[config.mk]
export PLATFORM = sky130hd
export DESIGN_NAME = vote_session_ctrl
export DESIGN_NICKNAME = d
export VERILOG_FILES = /design/src/rtl/vote_session_ctrl.sv
export SDC_FILE = /design/constraint.sdc
export NUM_CORES = 1
export LEC_CHECK = 0
export CAP_MARGIN = 20
export CORE_ASPECT_RATIO = 0.5
export CORE_UTILIZATION = 35
export DETAILED_ROUTE_END_ITERATION = 10
export PLACE_DENSITY = 0.65
export SYNTH_ARGS = -nofsm -noshare
export SYNTH_HDL_FRONTEND = slang
export SYNTH_SLANG_ARGS = --single-unit
[constraint.sdc]
create_clock -name clk -period 2.7 [get_ports clk]
set_input_delay 0.405 -clock clk [delete_from_list [all_inputs] [get_ports clk]]
set_output_delay 0.405 -clock clk [all_outputs]
set_load 0.02 [all_outputs]
[src/rtl/vote_session_ctrl.sv]
// Voting session FSM: a timed window latches one ballot per voter, then one EVAL cycle feeds voter_case and captures its result.
// Done pulses 2 cycles after the last OPEN cycle; no backpressure, and start outside IDLE or casts outside OPEN are dropped.
module vote_session_ctrl #(
    parameter int WINDOW = 16,
    parameter int SESS_W = 8
) (
    input  logic              clk,
    input  logic              rst,
    input  logic              start,
    input  logic [3:0]        cast,
    input  logic [3:0]        ballot,
    output logic [3:0]        voter_i,
    input  logic [2:0]        voter_o,
    output logic              busy,
    output logic              open,
    output logic [3:0]        voted,
    output logic [2:0]        result,
    output logic [2:0]        yes_cnt,
    output logic              done,
    output logic [SESS_W-1:0] sessions
);

    localparam int TW = (WINDOW > 1) ? $clog2(WINDOW) : 1;

    typedef enum logic [1:0] {IDLE, OPEN, EVAL, DONE} state_t;

    state_t            state_q;
    logic [TW-1:0]     timer_q;
    logic [3:0]        ballot_q;
    logic [3:0]        voted_q;
    logic [3:0]        voter_i_q;
    logic [2:0]        result_q;
    logic [2:0]        yes_cnt_q;
    logic              done_q;
    logic              busy_q;
    logic              open_q;
    logic [SESS_W-1:0] sessions_q;

    logic [3:0] take;
    logic [3:0] voted_d;
    logic [3:0] ballot_d;
    logic [2:0] pop_d;

    // First cast per voter wins; later strobes from the same voter are masked.
    always_comb begin
        take     = cast & ~voted_q;
        voted_d  = voted_q | take;
        ballot_d = (ballot_q & ~take) | (ballot & take);
        pop_d    = 3'd0;
        for (int i = 0; i < 4; i++) begin
            pop_d = pop_d + {2'b00, ballot_q[i]};
        end
    end

    always_ff @(posedge clk) begin
        if (rst) begin
            state_q    <= IDLE;
            timer_q    <= '0;
            ballot_q   <= '0;
            voted_q    <= '0;
            voter_i_q  <= '0;
            result_q   <= '0;
            yes_cnt_q  <= '0;
            done_q     <= 1'b0;
            busy_q     <= 1'b0;
            open_q     <= 1'b0;
            sessions_q <= '0;
        end else begin
            done_q <= 1'b0;
            case (state_q)
                IDLE: begin
                    if (start) begin
                        state_q  <= OPEN;
                        voted_q  <= '0;
                        ballot_q <= '0;
                        timer_q  <= TW'(WINDOW - 1);
                        busy_q   <= 1'b1;
                        open_q   <= 1'b1;
                    end
                end
                OPEN: begin
                    voted_q  <= voted_d;
                    ballot_q <= ballot_d;
                    // The final window cycle still accepts casts, so EVAL sees ballot_d.
                    if (timer_q == '0 || voted_d == 4'hF) begin
                        state_q   <= EVAL;
                        open_q    <= 1'b0;
                        voter_i_q <= ballot_d;
                    end else begin
                        timer_q <= timer_q - 1'b1;
                    end
                end
                EVAL: begin
                    result_q  <= voter_o;
                    yes_cnt_q <= pop_d;
                    voter_i_q <= '0;
                    done_q    <= 1'b1;
                    state_q   <= DONE;
                end
                DONE: begin
                    sessions_q <= sessions_q + 1'b1;
                    busy_q     <= 1'b0;
                    state_q    <= IDLE;
                end
                default: state_q <= IDLE;
            endcase
        end
    end

    assign voter_i  = voter_i_q;
    assign busy     = busy_q;
    assign open     = open_q;
    assign voted    = voted_q;
    assign result   = result_q;
    assign yes_cnt  = yes_cnt_q;
    assign done     = done_q;
    assign sessions = sessions_q;

endmodule

## Word-level counts from Yosys, hierarchy flattened

Index checks and enable logic that the tools add are counted.

- Reductions and logical operators: 12
- Equality and inequality tests: 7
- Bitwise logic cells: 7
- Add/subtract/negate cells: 5
- Multiplexer cells: 16

Operators with widths:

| operator | number |
|---|---|
| $pmux W4 S2 | 4 |
| $mux W4 | 4 |
| $and A4 B4 Y4 | 3 |
| $add A8 B1 Y8 const B | 1 |
| $not A4 Y4 | 2 |
| $or A4 B4 Y4 | 2 |
| $pmux W2 S4 | 1 |
| $reduce_and A2 Y1 | 4 |
| $ne A2 B2 Y1 const B | 3 |
| $reduce_and A3 Y1 | 2 |
| $reduce_bool A2 Y1 | 3 |
| $eq A2 B2 Y1 const B | 2 |
| $eq A4 B4 Y1 const B | 1 |
| $logic_not A4 Y1 | 1 |
| $mux W2 | 2 |
| $pmux W1 S2 | 2 |
| $sub A4 B1 Y4 const B | 1 |
| $add A2 B1 Y3 | 1 |
| $add A3 B1 Y3 | 1 |
| $mux W1 | 3 |
| $add A1 B1 Y2 | 1 |
| $eq A2 B1 Y1 const B | 1 |
| $logic_not A2 Y1 | 1 |
| $logic_or A1 B1 Y1 | 1 |

- Output and inout port bits: 25
- Flip-flop bits (word level): 35
- Bits of input ports: 14

## Longest topological paths before layout

- Depth after elaboration: 7
- Gate-level depth with buffers: 7

## Worst setup path after synthesis

OpenSTA, ideal clock, no wires.

- Path kind: reg-to-reg
- Start point: register state_q[0]
- End point: register timer_q[2]
- Cell stages (with the launch flop): 7
- Required time: 2.626 ns
- Data arrival time: 1.565 ns
- Setup slack: 1.060 ns
- Path buffers: 0
- Period minus slack after synthesis: 1.640 ns
- Path through: dfxtp_1 inv_1 ha_1 nand2b_4 o21ai_4 or4b_1 a31oi_1

- Cells in the longest elaborated chain, start to end: 3
- Elaborated cells between the ends (all ways): 7

Ends and longest elaborated chain:

| item | line | source |
|---|---|---|
| start, declared | 27 | `state_t state_q;` |
| start signal, assigned | 57 | `state_q <= IDLE;` |
| start signal, assigned | 73 | `state_q <= OPEN;` |
| start signal, assigned | 86 | `state_q <= EVAL;` |
| $eq A2 B1 Y1 or $logic_not A2 Y1 (tied branches) | 70 | `case (state_q)` |
| $ne A2 B2 Y1 (no line) or $reduce_bool A2 Y1 (tied branches) | n/a |  |
| $reduce_and A3 Y1 (no line) | n/a |  |
| end signal, assigned | 76 | `timer_q <= TW'(WINDOW - 1);` |
| end signal, assigned | 90 | `timer_q <= timer_q - 1'b1;` |
| end, declared | 28 | `logic [TW-1:0] timer_q;` |

Parallel ways exist; a longest one is shown, timed or not.
A chain may end at the register's enable or synchronous reset.

## Worst setup path in the final report

Ends and elaborated chain as after synthesis.

==> results.json <==
{
  "power_uw": 1980,
  "synth_common_cells": "dfxtp_1, nor2_1, a21oi_1, nand2_1",
  "die_width_um": 102,
  "skew_ns": 0.00366,
  "p_comb_frac": 0.441,
  "status": "completed",
  "synth_top_cell_by_area": "dfxtp_1",
  "post_drt_wl_per_cell_um": 12.6,
  "cts_tree": "yes",
  "grt_max_degree": 15,
  "worst-path-max-fanout": 13,
  "route.detailed.drc": 0,
  "yosysWarningCount": 0,
  "path_cells": "inv_1 -> ha_1 -> nand2b_4 -> o21ai_4 -> or4b_1 -> a31oi_1",
  "crit_path_max_incr_delay_ns": 0.51,
  "synth-edff-count": 0,
  "first_global_vias": 1386,
  "max_slew_margin": 0.597,
  "cp.depth": 6,
  "hold_class": "reg -> reg",
  "finalCritPeriodShare": 0.709,
  "numPortBuffers": 38,
  "swShare": 0.400,
  "rows": 17,
  "hold_buffers": 0,
  "gp_congestion": 0.793,
  "cellPowerDensity_mw_per_mm2": 865,
  "p_sw_uw": 791,
  "ff2ff_path_depth": 6,
  "ir_drop_uv": 316,
  "nets": 254,
  "netlist_instances": 192,
  "worst-path-buf-inv": 1,
  "via_per_inst": 5.03,
  "final-hold-violation-count": 0,
  "post-place-ws_ns": 0.626,
  "first_pass_iters": 4,
  "synth_area_leaders": "dfxtp_1, ha_1, mux2i_1, nor2_1, a21oi_1",
  "h-tree-depth": 2,
  "cp_top_family": "simple AND/OR/NAND/NOR gates",
  "die_h_um": 51.9,
  "clock_sinks": 35,
  "ys_types": 44,
  "synth-async-reset-ratio": 0,
  "numCtsBuffers": 5,
  "post-route-util": 0.497,
  "period_minus_slack_ns": 1.92,
  "syn-num-nets": 216,
  "crit_required_ns": 2.91,
  "post-route-worst-setup-slack_ns": 0.785,
  "crit_slowest_cell": "or4b_1",
  "grt_pass1_wl_um": 6290,
  "rrSetupSlack_ns": 0.78,
  "max_freq_mhz": 522,
  "insertedDiodeCount": 0,
  "cap_violations": 0,
  "synth.most_common_cell": "dfxtp_1",
  "min_path_cells": 2,
  "cts-resized-gates": 0,
  "end_kind": "register",
  "cts_buffer_depth": 2,
  "ys_ff_latch": 35,
  "critPathKind": "reg -> reg",
  "cp.arrival_ns": 2.13,
  "tightest_slew_ns": 0.604,
  "grt_usage": 0.157,
  "finalSetupTns_ns": 0,
  "p_leak_uw": 0.000849,
  "die_area_mm2": 0.00529,
  "gr-total-overflow": 0,
  "setup_viol": 0,
  "initial_core_util": 0.380,
  "synth_area_mm2": 0.00174,
  "coreArea_mm2": 0.00459,
  "worstSetupStartpointType": "register",
  "rsz0062_at_grt": "false",
  "insertion_delay_ns": 0.28,
  "synth_top_area_frac": 0.402,
  "post_cts.repair.setup_buffers": 0,
  "synth_top_flop_cell": "dfxtp_1",
  "drt_iter0_drc": 56,
  "area_growth_syn_to_layout_pct": 30.9,
  "vias": 1494,
  "yosysSeqAreaShare": 0.402,
  "path_clk_slew_ns": 0.07,
  "drv_slew": 0,
  "clockPowerShare": 0.206,
  "cts_root_buffer": "clkbuf_8",
  "io_pins": 39,
  "place_hpwl_um": 2730,
  "layout-drive-gt1-share": 0.0909,
  "seq_power_share": 0.353,
  "ant_nets": 0,
  "routed_wl_um": 3750,
  "power.internal_uw": 1180,
  "antenna_found_initial": 0,
  "avgSynthCellArea_um2": 9.08
}
## power by group through the flow
stage	Combinational (uW)	Clock, uW	Sequential, uW
2_1_floorplan	600	0	743
3_3_place_gp	855	0	703
3_5_place_dp	871	0	706
4_1_cts	878	423	696
5_1_grt	970	443	715
6_report	872	407	697
## layer usage
layer,routed length [um],GRT usage,vias to the layer above
met5,0,0,-
met4,34,0.0690,0
met3,135,0.0390,2
met2,1680,0.255,33
met1,1900,0.200,701
li1,-,-,758
## through the flow
step	hold slack [ns]	instance area [um^2]	std cells
after floorplan	0.474	1740	192
after global placement	0.477	2180	289
after detailed placement	0.486	2180	289
after CTS	0.505	2280	297
after global routing	0.527	2280	297
final	0.499	2280	297
## worst reg2reg max path, cell delays in order (launching register included)
cell and delay, ns:
dfxtp_1 0.40, inv_1 0.11, ha_1 0.32, nand2b_4 0.21, o21ai_4 0.12, or4b_1 0.51
a31oi_1 0.17
## layout by cell type (no fill, tap or decap), drive strengths merged, types with 5 or more instances in the layout
cell type      Yosys  routed
o21ai              5       5
nand3              5       5
clkbuf             3       6
mux2i              9       9
a21oi             16      16
inv               10      10
nor3               6       6
nand2             13      13
nor2b              5       5
dfxtp             35      35
ha                 9       9
nor2              23      23
clkdlybuf4s50      0      38
## final cells by class
cell class / instances / area [um^2]
Multi-Input combinational cell: 137 / 961
Sequential cell: 35 / 701
Timing Repair Buffer: 41 / 403
Clock buffer: 6 / 82.6
Tap cell: 66 / 82.6
Fill cell: 441 / 2310
Inverter: 10 / 37.5
Clock inverter: 2 / 16.3
## flip-flops by register name, summed over array words and instances, names as in the netlist, 2 cells and up
signal    count
ballot_q      4
result        3
sessions      8
state_q       2
timer_q       4
voted         4
voter_i       4
yes_cnt       3
## kinds of logic (layout without fill, tap and decap cells)
family	count (synthesis)	in the layout	share of synthesized area
compound gates	42	42	0.181
xor+xnor	5	5	0.0251
fa+ha+maj	10	10	0.0760
buf+inv	20	59	0.0473
flops	35	35	0.402
mux	13	13	0.0775
simple gates	67	67	0.192
## worst paths after layout
| path | from | endpoint |
|---|---|---|
| max | state_q[0] | timer_q[2] |
| min | yes_cnt[2] | yes_cnt[2] |
| max reg2reg | state_q[0] | timer_q[2] |
| min reg2reg | yes_cnt[2] | yes_cnt[2] |
(Power assumes the default switching activity.)
